## config.mk

```make
export PLATFORM = sky130hd
export DESIGN_NAME = instr_prefetch_fifo
export DESIGN_NICKNAME = d
export VERILOG_FILES = /design/src/rtl/instr_prefetch_fifo.sv
export SDC_FILE = /design/constraint.sdc
export NUM_CORES = 1
export LEC_CHECK = 0
export ABC_AREA = 1
export ABC_CLOCK_PERIOD_IN_PS = 3600
export BUFFER_PORTS_ARGS = -buffer_cell sky130_fd_sc_hd__buf_2
export CORE_MARGIN = 2
export CORE_UTILIZATION = 35
export CTS_BUF_LIST = sky130_fd_sc_hd__clkbuf_8 sky130_fd_sc_hd__clkbuf_16
export CTS_CLUSTER_SIZE = 8
export DETAILED_ROUTE_END_ITERATION = 6
export SLEW_MARGIN = 15
export SYNTH_ARGS = -nofsm -noshare
export SYNTH_HDL_FRONTEND = slang
export SYNTH_SLANG_ARGS = --single-unit
```

## constraint.sdc

```tcl
create_clock -name clk_pc -period 3.6 [get_ports clk_pc]
set_input_delay 1.08 -clock clk_pc [delete_from_list [all_inputs] [get_ports clk_pc]]
set_output_delay 1.08 -clock clk_pc [all_outputs]
set_load 0.005 [all_outputs]
```

## src/rtl/instr_prefetch_fifo.sv

```systemverilog
// instr_prefetch_fifo
//   Prefetches instruction bytes from external SPI RAM ahead of the 4-bit
//   execute FSM. Up to DEPTH bytes are buffered, and opcodes are handed out
//   one nibble at a time, low nibble first. A flush redirects fetching to a
//   new byte address and throws away buffered and in-flight data.
//
//   Build option: define PREFETCH_STATS_EN to add the stall_cnt output.
//
// Ports
//   clk_pc      clock, all state on posedge
//   rst_n       synchronous active-low reset
//   spi_start   one-cycle read request (registered)
//   spi_addr    read byte address, zero-extended fetch pointer
//   spi_busy    SPI reader busy, blocks new requests
//   spi_done    read complete, spi_data valid this cycle
//   spi_data    fetched byte
//   op_valid    opcode holds a valid nibble
//   op_ready    consumer takes opcode this cycle
//   opcode      head nibble
//   op_addr     nibble address {byte address, nibble select}
//   flush       redirect request
//   flush_addr  byte address to resume fetching from
//   fill        bytes currently buffered
//   stall_cnt   (PREFETCH_STATS_EN) cycles the consumer waited on an empty buffer
//
// state   | meaning
// S_IDLE  | no read outstanding
// S_WAIT  | read outstanding, result kept
// S_DRAIN | read outstanding, result discarded
module instr_prefetch_fifo #(
  parameter int DEPTH  = 4,
  parameter int ADDR_W = 12
) (
  input  logic                   clk_pc,
  input  logic                   rst_n,
  output logic                   spi_start,
  output logic [15:0]            spi_addr,
  input  logic                   spi_busy,
  input  logic                   spi_done,
  input  logic [7:0]             spi_data,
  output logic                   op_valid,
  input  logic                   op_ready,
  output logic [3:0]             opcode,
  output logic [ADDR_W:0]        op_addr,
  input  logic                   flush,
  input  logic [ADDR_W-1:0]      flush_addr,
  output logic [$clog2(DEPTH):0] fill
`ifdef PREFETCH_STATS_EN
  ,
  output logic [15:0]            stall_cnt
`endif
);

  localparam int PTR_W  = $clog2(DEPTH);
  localparam int FILL_W = PTR_W + 1;
  localparam logic [FILL_W-1:0] FULL = FILL_W'(DEPTH);

  typedef enum logic [1:0] {S_IDLE, S_WAIT, S_DRAIN} state_t;

  state_t              state;
  logic [ADDR_W-1:0]   fetch_pc;
  logic [ADDR_W-1:0]   pc_inc;
  logic [ADDR_W-1:0]   issue_pc;
  logic [PTR_W-1:0]    wr_ptr;
  logic [PTR_W-1:0]    rd_ptr;
  logic                nib_sel;
  logic                push;
  logic                hs;
  logic                pop;
  logic                issue;
  logic [FILL_W-1:0]   fill_nxt;
  logic [7:0]          mem_data [DEPTH];
  logic [ADDR_W-1:0]   mem_addr [DEPTH];
  logic [7:0]          head;

  assign pc_inc   = fetch_pc + 1'b1;
  assign op_valid = (fill != '0);
  assign push     = (state == S_WAIT) && spi_done && !flush;
  assign hs       = op_valid && op_ready && !flush;
  assign pop      = hs && nib_sel;
  assign fill_nxt = fill + {{PTR_W{1'b0}}, push} - {{PTR_W{1'b0}}, pop};

  assign head    = mem_data[rd_ptr];
  assign opcode  = op_valid ? (nib_sel ? head[7:4] : head[3:0]) : 4'h0;
  assign op_addr = op_valid ? {mem_addr[rd_ptr], nib_sel} : '0;

  // A read completing in S_WAIT may immediately be followed by the next one;
  // the space check then uses the fill after this cycle's push/pop so that
  // buffered plus in-flight bytes never exceed DEPTH.
  always_comb begin
    issue    = 1'b0;
    issue_pc = fetch_pc;
    if (!flush && !spi_busy) begin
      if (state == S_IDLE) begin
        issue = (fill < FULL);
      end else if (state == S_WAIT && spi_done) begin
        issue    = (fill_nxt < FULL);
        issue_pc = pc_inc;
      end
    end
  end

  always_ff @(posedge clk_pc) begin
    if (push) begin
      mem_data[wr_ptr] <= spi_data;
      mem_addr[wr_ptr] <= fetch_pc;
    end
  end

  always_ff @(posedge clk_pc) begin
    if (!rst_n) begin
      state     <= S_IDLE;
      spi_start <= 1'b0;
      spi_addr  <= 16'h0000;
      fetch_pc  <= '0;
      wr_ptr    <= '0;
      rd_ptr    <= '0;
      fill      <= '0;
      nib_sel   <= 1'b0;
    end else begin
      spi_start <= issue;
      if (issue) begin
        spi_addr <= 16'(issue_pc);
      end
      if (flush) begin
        wr_ptr   <= '0;
        rd_ptr   <= '0;
        fill     <= '0;
        nib_sel  <= 1'b0;
        fetch_pc <= flush_addr;
        // A read still open after this edge must be drained; one that
        // completes in the flush cycle is simply dropped.
        if (state != S_IDLE && !spi_done) begin
          state <= S_DRAIN;
        end else begin
          state <= S_IDLE;
        end
      end else begin
        fill <= fill_nxt;
        if (push) begin
          wr_ptr   <= wr_ptr + 1'b1;
          fetch_pc <= pc_inc;
        end
        if (hs) begin
          if (nib_sel) begin
            rd_ptr  <= rd_ptr + 1'b1;
            nib_sel <= 1'b0;
          end else begin
            nib_sel <= 1'b1;
          end
        end
        case (state)
          S_IDLE: begin
            if (issue) state <= S_WAIT;
          end
          S_WAIT: begin
            if (spi_done) state <= issue ? S_WAIT : S_IDLE;
          end
          S_DRAIN: begin
            if (spi_done) state <= S_IDLE;
          end
          default: state <= S_IDLE;
        endcase
      end
    end
  end

`ifdef PREFETCH_STATS_EN
  always_ff @(posedge clk_pc) begin
    if (!rst_n) begin
      stall_cnt <= 16'h0000;
    end else if (op_ready && !op_valid && !flush && stall_cnt != 16'hFFFF) begin
      stall_cnt <= stall_cnt + 16'd1;
    end
  end
`endif

endmodule

```

* Yosys cells after proc, flatten, opt, wreduce, memory -nomap -nowiden *
Memory sizes are Yosys's and may differ from the RTL's. A register that Yosys moved wholly into a read port is not among the register bits.
Index checks and enable logic that the tools add are counted.

storage, ports and cells
  memories = 2
  register bits after elaboration = 35
  RAM bits = 80
  logic and storage cells = 65
  output and inout bits = 38
  bits of input ports = 26

operators by class
  reductions and logical operators = 17
  order comparisons = 2
  multiplexer cells = 25
  bitwise logic cells = 1
  equality and inequality tests = 5
  $add $sub $neg = 5

memory list
  memory    depth  bits a word  rd ports  clocked after Yosys merged registers in  write ports  line  RTL
  mem_addr  4      12           1         1                                        1            73    logic [ADDR_W-1:0] mem_addr [DEPTH];
  mem_data  4      8            1         1                                        1            72    logic [7:0] mem_data [DEPTH];

operators by type and width
  operator                                                          count
  12-bit 2-to-1 mux                                                 5
  2-bit 2-to-1 mux                                                  9
  13-bit 2-to-1 mux                                                 1
  12-bit by 1-bit adder with 12-bit output (second input constant)  1
  3-bit != test (second input constant)                             3
  4-bit 2-to-1 mux                                                  2
  1-bit logical AND                                                 7
  1-bit 2-to-1 mux                                                  7
  3-bit < comparator (second input constant)                        2
  2-bit case mux with 3 select lines                                1
  2-bit by 1-bit adder with 2-bit output (second input constant)    2
  2-bit nonzero test                                                2
  3-bit by 1-bit adder with 3-bit output                            1
  1-bit logical NOT                                                 3
  3-bit AND reduction                                               1
  3-bit nonzero test                                                1
  3-bit by 1-bit subtractor with 3-bit output                       1
  2-bit by 1-bit == test with 1-bit output (second input constant)  1
  2-bit == test (second input constant)                             1
  2-bit logical NOT                                                 1
  2-bit AND reduction                                               1
  2-bit OR reduction                                                1
  1-bit inverter                                                    1

* Logic depth before layout (Yosys ltp) *
  depth in word-level cells = 13
  gate-level depth with buffers = 17
  gate-level depth less buffers = 16

* Worst setup path after synthesis *
No wires, ideal clock.

  kind = input to register
  from = input port flush
  to = register spi_addr[1]
  library setup time = 0.070 ns
  stages = 16
  setup slack = 0.423 ns
  data arrival time = 3.107 ns
  buffers on the path = 2
  data required time = 3.530 ns
  path through = buf_4 > clkinv_1 > nand2_1 > nor2_1 > ha_1 > inv_1 > ha_1 > fa_1 > inv_1 > nand3_1 > nand3_2 > nand2_2 > nand2_2 > buf_2 > nand2_1 > a21oi_1

on the way
  cells in the longest elaborated chain, start to end = 8
  elaborated cells on any way between the ends = 12
  classes of those cells = add/sub: 2; order compare: 1; mux: 4; reduce/logical: 5

ends and longest elaborated chain
  element                                      line  RTL
  from (decl)                                  45    input logic flush,
  1-bit logical NOT                            79    assign hs = op_valid && op_ready && !flush;
  1-bit logical AND                            79
  1-bit logical AND                            80    assign pop = hs && nib_sel;
  net pop                                      69    logic pop;
  3-bit by 1-bit subtractor with 3-bit output  81    assign fill_nxt = fill + {{PTR_W{1'b0}}, push} - {{PTR_W{1'b0}}, pop};
  3-bit < comparator                           97    issue = (fill_nxt < FULL);
  1-bit 2-to-1 mux                             96    end else if (state == S_WAIT && spi_done) begin
  1-bit 2-to-1 mux                             94    if (state == S_IDLE) begin
  1-bit 2-to-1 mux                             93    if (!flush && !spi_busy) begin
  to (signal assigned)                         123   spi_addr <= 16'(issue_pc);
  to (decl)                                    37    output logic [15:0] spi_addr,

The timed path passes the listed nets, and every way through them passes these cells.
A chain may end at the register's enable or synchronous reset.

* Final worst setup path *
  from = register fill[2]
  to = output port opcode[1]

on the way
  cells in the longest elaborated chain, start to end = 2

ends and longest elaborated chain
  element                 line  RTL
  from (decl)             47    output logic [$clog2(DEPTH):0] fill
  from (signal assigned)  139   fill <= fill_nxt;
  3-bit nonzero test      77    assign op_valid = (fill != '0);
  4-bit 2-to-1 mux        84    assign opcode = op_valid ? (nib_sel ? head[7:4] : head[3:0]) : 4'h0;
  to (decl)               43    output logic [3:0] opcode,

No other way between the ends.

==> results.sh <==
export IMPL_ys_types=31
export IMPL_grt_pass1_wl_um=19290
export IMPL_powerDensity_nw_per_um2=534.9
export IMPL_vias=3937
export IMPL_area_delta_synth_final_pct=21.75
export IMPL_synth_xor_area_share_pct=0.5127
export IMPL_start_kind="flip-flop"
export IMPL_clock_skew_ns=0.009236
export IMPL_clk_pin_slew_worst_paths_ns=0.05
export IMPL_wl_per_cell_um=14.91
export IMPL_path_max_fanout=13
export IMPL_synth_most_common_cell="nor2_1"
export IMPL_synth_top_family_by_area="simple AND/OR/NAND/NOR gates"
export IMPL_layout_drive_gt1_share_pct=17.63
export IMPL_dp_hpwl_um=7838
export IMPL_seq_area_frac_synth_pct=61.33
export IMPL_ir_worst_vdd_uv=362.7
export IMPL_drtIter0Drc=274
export IMPL_syn_area_per_cell_sq_um=9.438
export IMPL_syn_area_sq_um=5125
export IMPL_post_cts_buffers=0
export IMPL_grt_pass1_vias=3852
export IMPL_placed_area_sq_um=5625
export IMPL_tightest_slew_ns=0.7208
export IMPL_fin_tns_setup_ns=0
export IMPL_hold_viol_final=0
export IMPL_crit_arrival_ns=2.10
export IMPL_p_leak_uw=0.002525
export IMPL_grt_util_all_layers_pct=15.70
export IMPL_die_w_um=125.0
export IMPL_place_gp_congestion=0.8510
export IMPL_muxShareOfSynthArea_pct=0
export IMPL_wirelength_um=12050
export IMPL_initial_core_util_pct=35.53
export IMPL_relSlewSlack_pct=51.89
export IMPL_clockRootBuffer="clkbuf_16"
export IMPL_port_buffers=59
export IMPL_synth_top_cell_area_share_pct=46.88
export IMPL_slew_viol_final=0
export IMPL_overflow=0
export IMPL_ys_flop_type="edfxtp_1"
export IMPL_synthArstFlopShare_pct=0
export IMPL_crit_required_ns=2.52
export IMPL_endpoint_kind="output port"
export IMPL_via_per_inst=4.873
export IMPL_cts_resized_gates=0
export IMPL_core_sq_um=14420
export IMPL_synth_compound_area_share_pct=10.38
export IMPL_row_count=44
export IMPL_htree_levels=4
export IMPL_power_uw=3338
export IMPL_netlist_top_cells_count="nor2_1, nand2_1, edfxtp_1"
export IMPL_cts_sinks=117
export IMPL_top_level_ports=64
export IMPL_yosys_area_share_simple_pct=19.60
export IMPL_tritoncts="built"
export IMPL_syn_inst=543
export IMPL_synthAdderAreaFrac_pct=2.100
export IMPL_finalCritPeriodShare_pct=88.23
export IMPL_num_fill_cells=1413
export IMPL_clock_latency_ns=0.41
export IMPL_hold_buffers=0
export IMPL_grt_max_degree=41
export IMPL_fin_area_sq_um=6240
export IMPL_clockBufferDepth=2
export IMPL_critPathKind="flip-flop to output port"
export IMPL_run_status="complete, no violations"
export IMPL_grt_antenna_before_repair=0
export IMPL_diodes=0
export IMPL_setup_viol=0
export IMPL_yosys_register_bits=117
export IMPL_min_path_type="flip-flop to flip-flop"
export IMPL_drc_errors=0
export IMPL_synth_edf_count=80
export IMPL_period_needed_ns=3.176
export IMPL_dieArea_sq_um=15630
export IMPL_die_y_um=125.0
export IMPL_cts_buffers=17
export IMPL_nets=645
export IMPL_netlist_top_cell_by_area="edfxtp_1"
export IMPL_grt_setup_unrepaired="no"
export IMPL_maxCapViolCount=0
export IMPL_postRouteAntennaNets=0
export IMPL_synthTopCellsByArea="edfxtp_1, dfxtp_1, nor2_1, nand2_1, o21ai_0"
export IMPL_clock_fmax_ghz=0.3148
export IMPL_synth_warnings=0
export IMPL_dr_pass1_iters=5
[stage by stage]
stage               util (%)  std cells  worst slack, ns  hold slack, ns
detailed placement     39.00        776          0.02469          0.4616
global placement       39.00        776           0.1548          0.4500
finish                 43.26        808           0.4237          0.4684
floorplan                  -        546           0.4227          0.4357
CTS                    43.26        808           0.4165          0.4717
global route           43.26        808           0.2217          0.4962
[final cells by class]
class | instances | area [sq um] | area share, %
Sequential cell | 117 | 3143 | 50.37
Multi-Input combinational cell | 355 | 1685 | 27.01
Clock buffer | 17 | 425.4 | 6.818
Timing Repair Buffer | 70 | 377.9 | 6.056
Tap cell | 184 | 230.2 | 3.690
Clock inverter | 15 | 188.9 | 3.028
Inverter | 50 | 188.9 | 3.028
[path summary, 6_finish.rpt]
kind	start	to	slack, ns	cells after the start
worst max-delay path	fill[2]	opcode[1]	0.42	6
worst min-delay path	rd_ptr[1]	flip-flop	0.47	2
worst max register to register	state[0]	spi_addr[5]	0.79	15
worst min register to register	rd_ptr[1]	flip-flop	0.47	2
[worst max-delay path: stages, from the launching register on]
cell and delay [ns]:
dfxtp_1 0.41, inv_1 0.08, nand2_1 0.13, inv_1 0.25, or2_2 0.41, o21ai_0 0.24, buf_2 0.16
[cell families (layout without fill, tap and decap cells)]
kind of cell,count (synthesis),after routing
DFF,117,117
adders and majority gates,8,8
buffers and inverters,74,152
AOI/OAI and AO/OA,100,100
xor gates and xnor gates,3,3
and+or+nand+nor,240,240
other,1,4
[layer usage]
metal  vias to the layer above  share of wire, %  global-route usage (%)
met5                         -                 0                       0
met4                         0              0.99                   4.902
met3                        10               5.5                   4.664
met2                       127                47                   25.13
met1                      1849                47                   20.66
li1                       1951                 -                       -
[power breakdown]
group          internal [uW]  leakage (uW)  switching, uW
registers               1460       0.00103           27.4
logic                   46.5       0.00120           79.4
clock network           1150      0.000293            579
total                   2650       0.00252            686
[state kept, by name, summed over array words and instances, names as in the netlist, named ones only]
signal	count
spi_start	1
rd_ptr	2
nib_sel	1
fill	3
spi_addr	12
state	2
mem_data	32
fetch_pc	12
mem_addr	48
wr_ptr	2
[cell usage in the layout (no fill, tap or decap), types with 4 or more instances in the layout]
cell,synthesis,final
bufinv_16,0,4
dfxtp_1,37,37
a21oi_1,27,27
ha_1,7,7
nand4_1,4,4
a31oi_1,6,6
edfxtp_1,80,80
o22ai_1,9,9
buf_4,5,11
buf_2,2,59
nand3_1,25,25
nand2_1,93,93
clkbuf_16,0,17
clkinv_1,1,4
conb_1,1,4
o21ai_0,55,55
inv_1,48,49
nor2_1,105,105
Power figures use the tool's default switching activity.
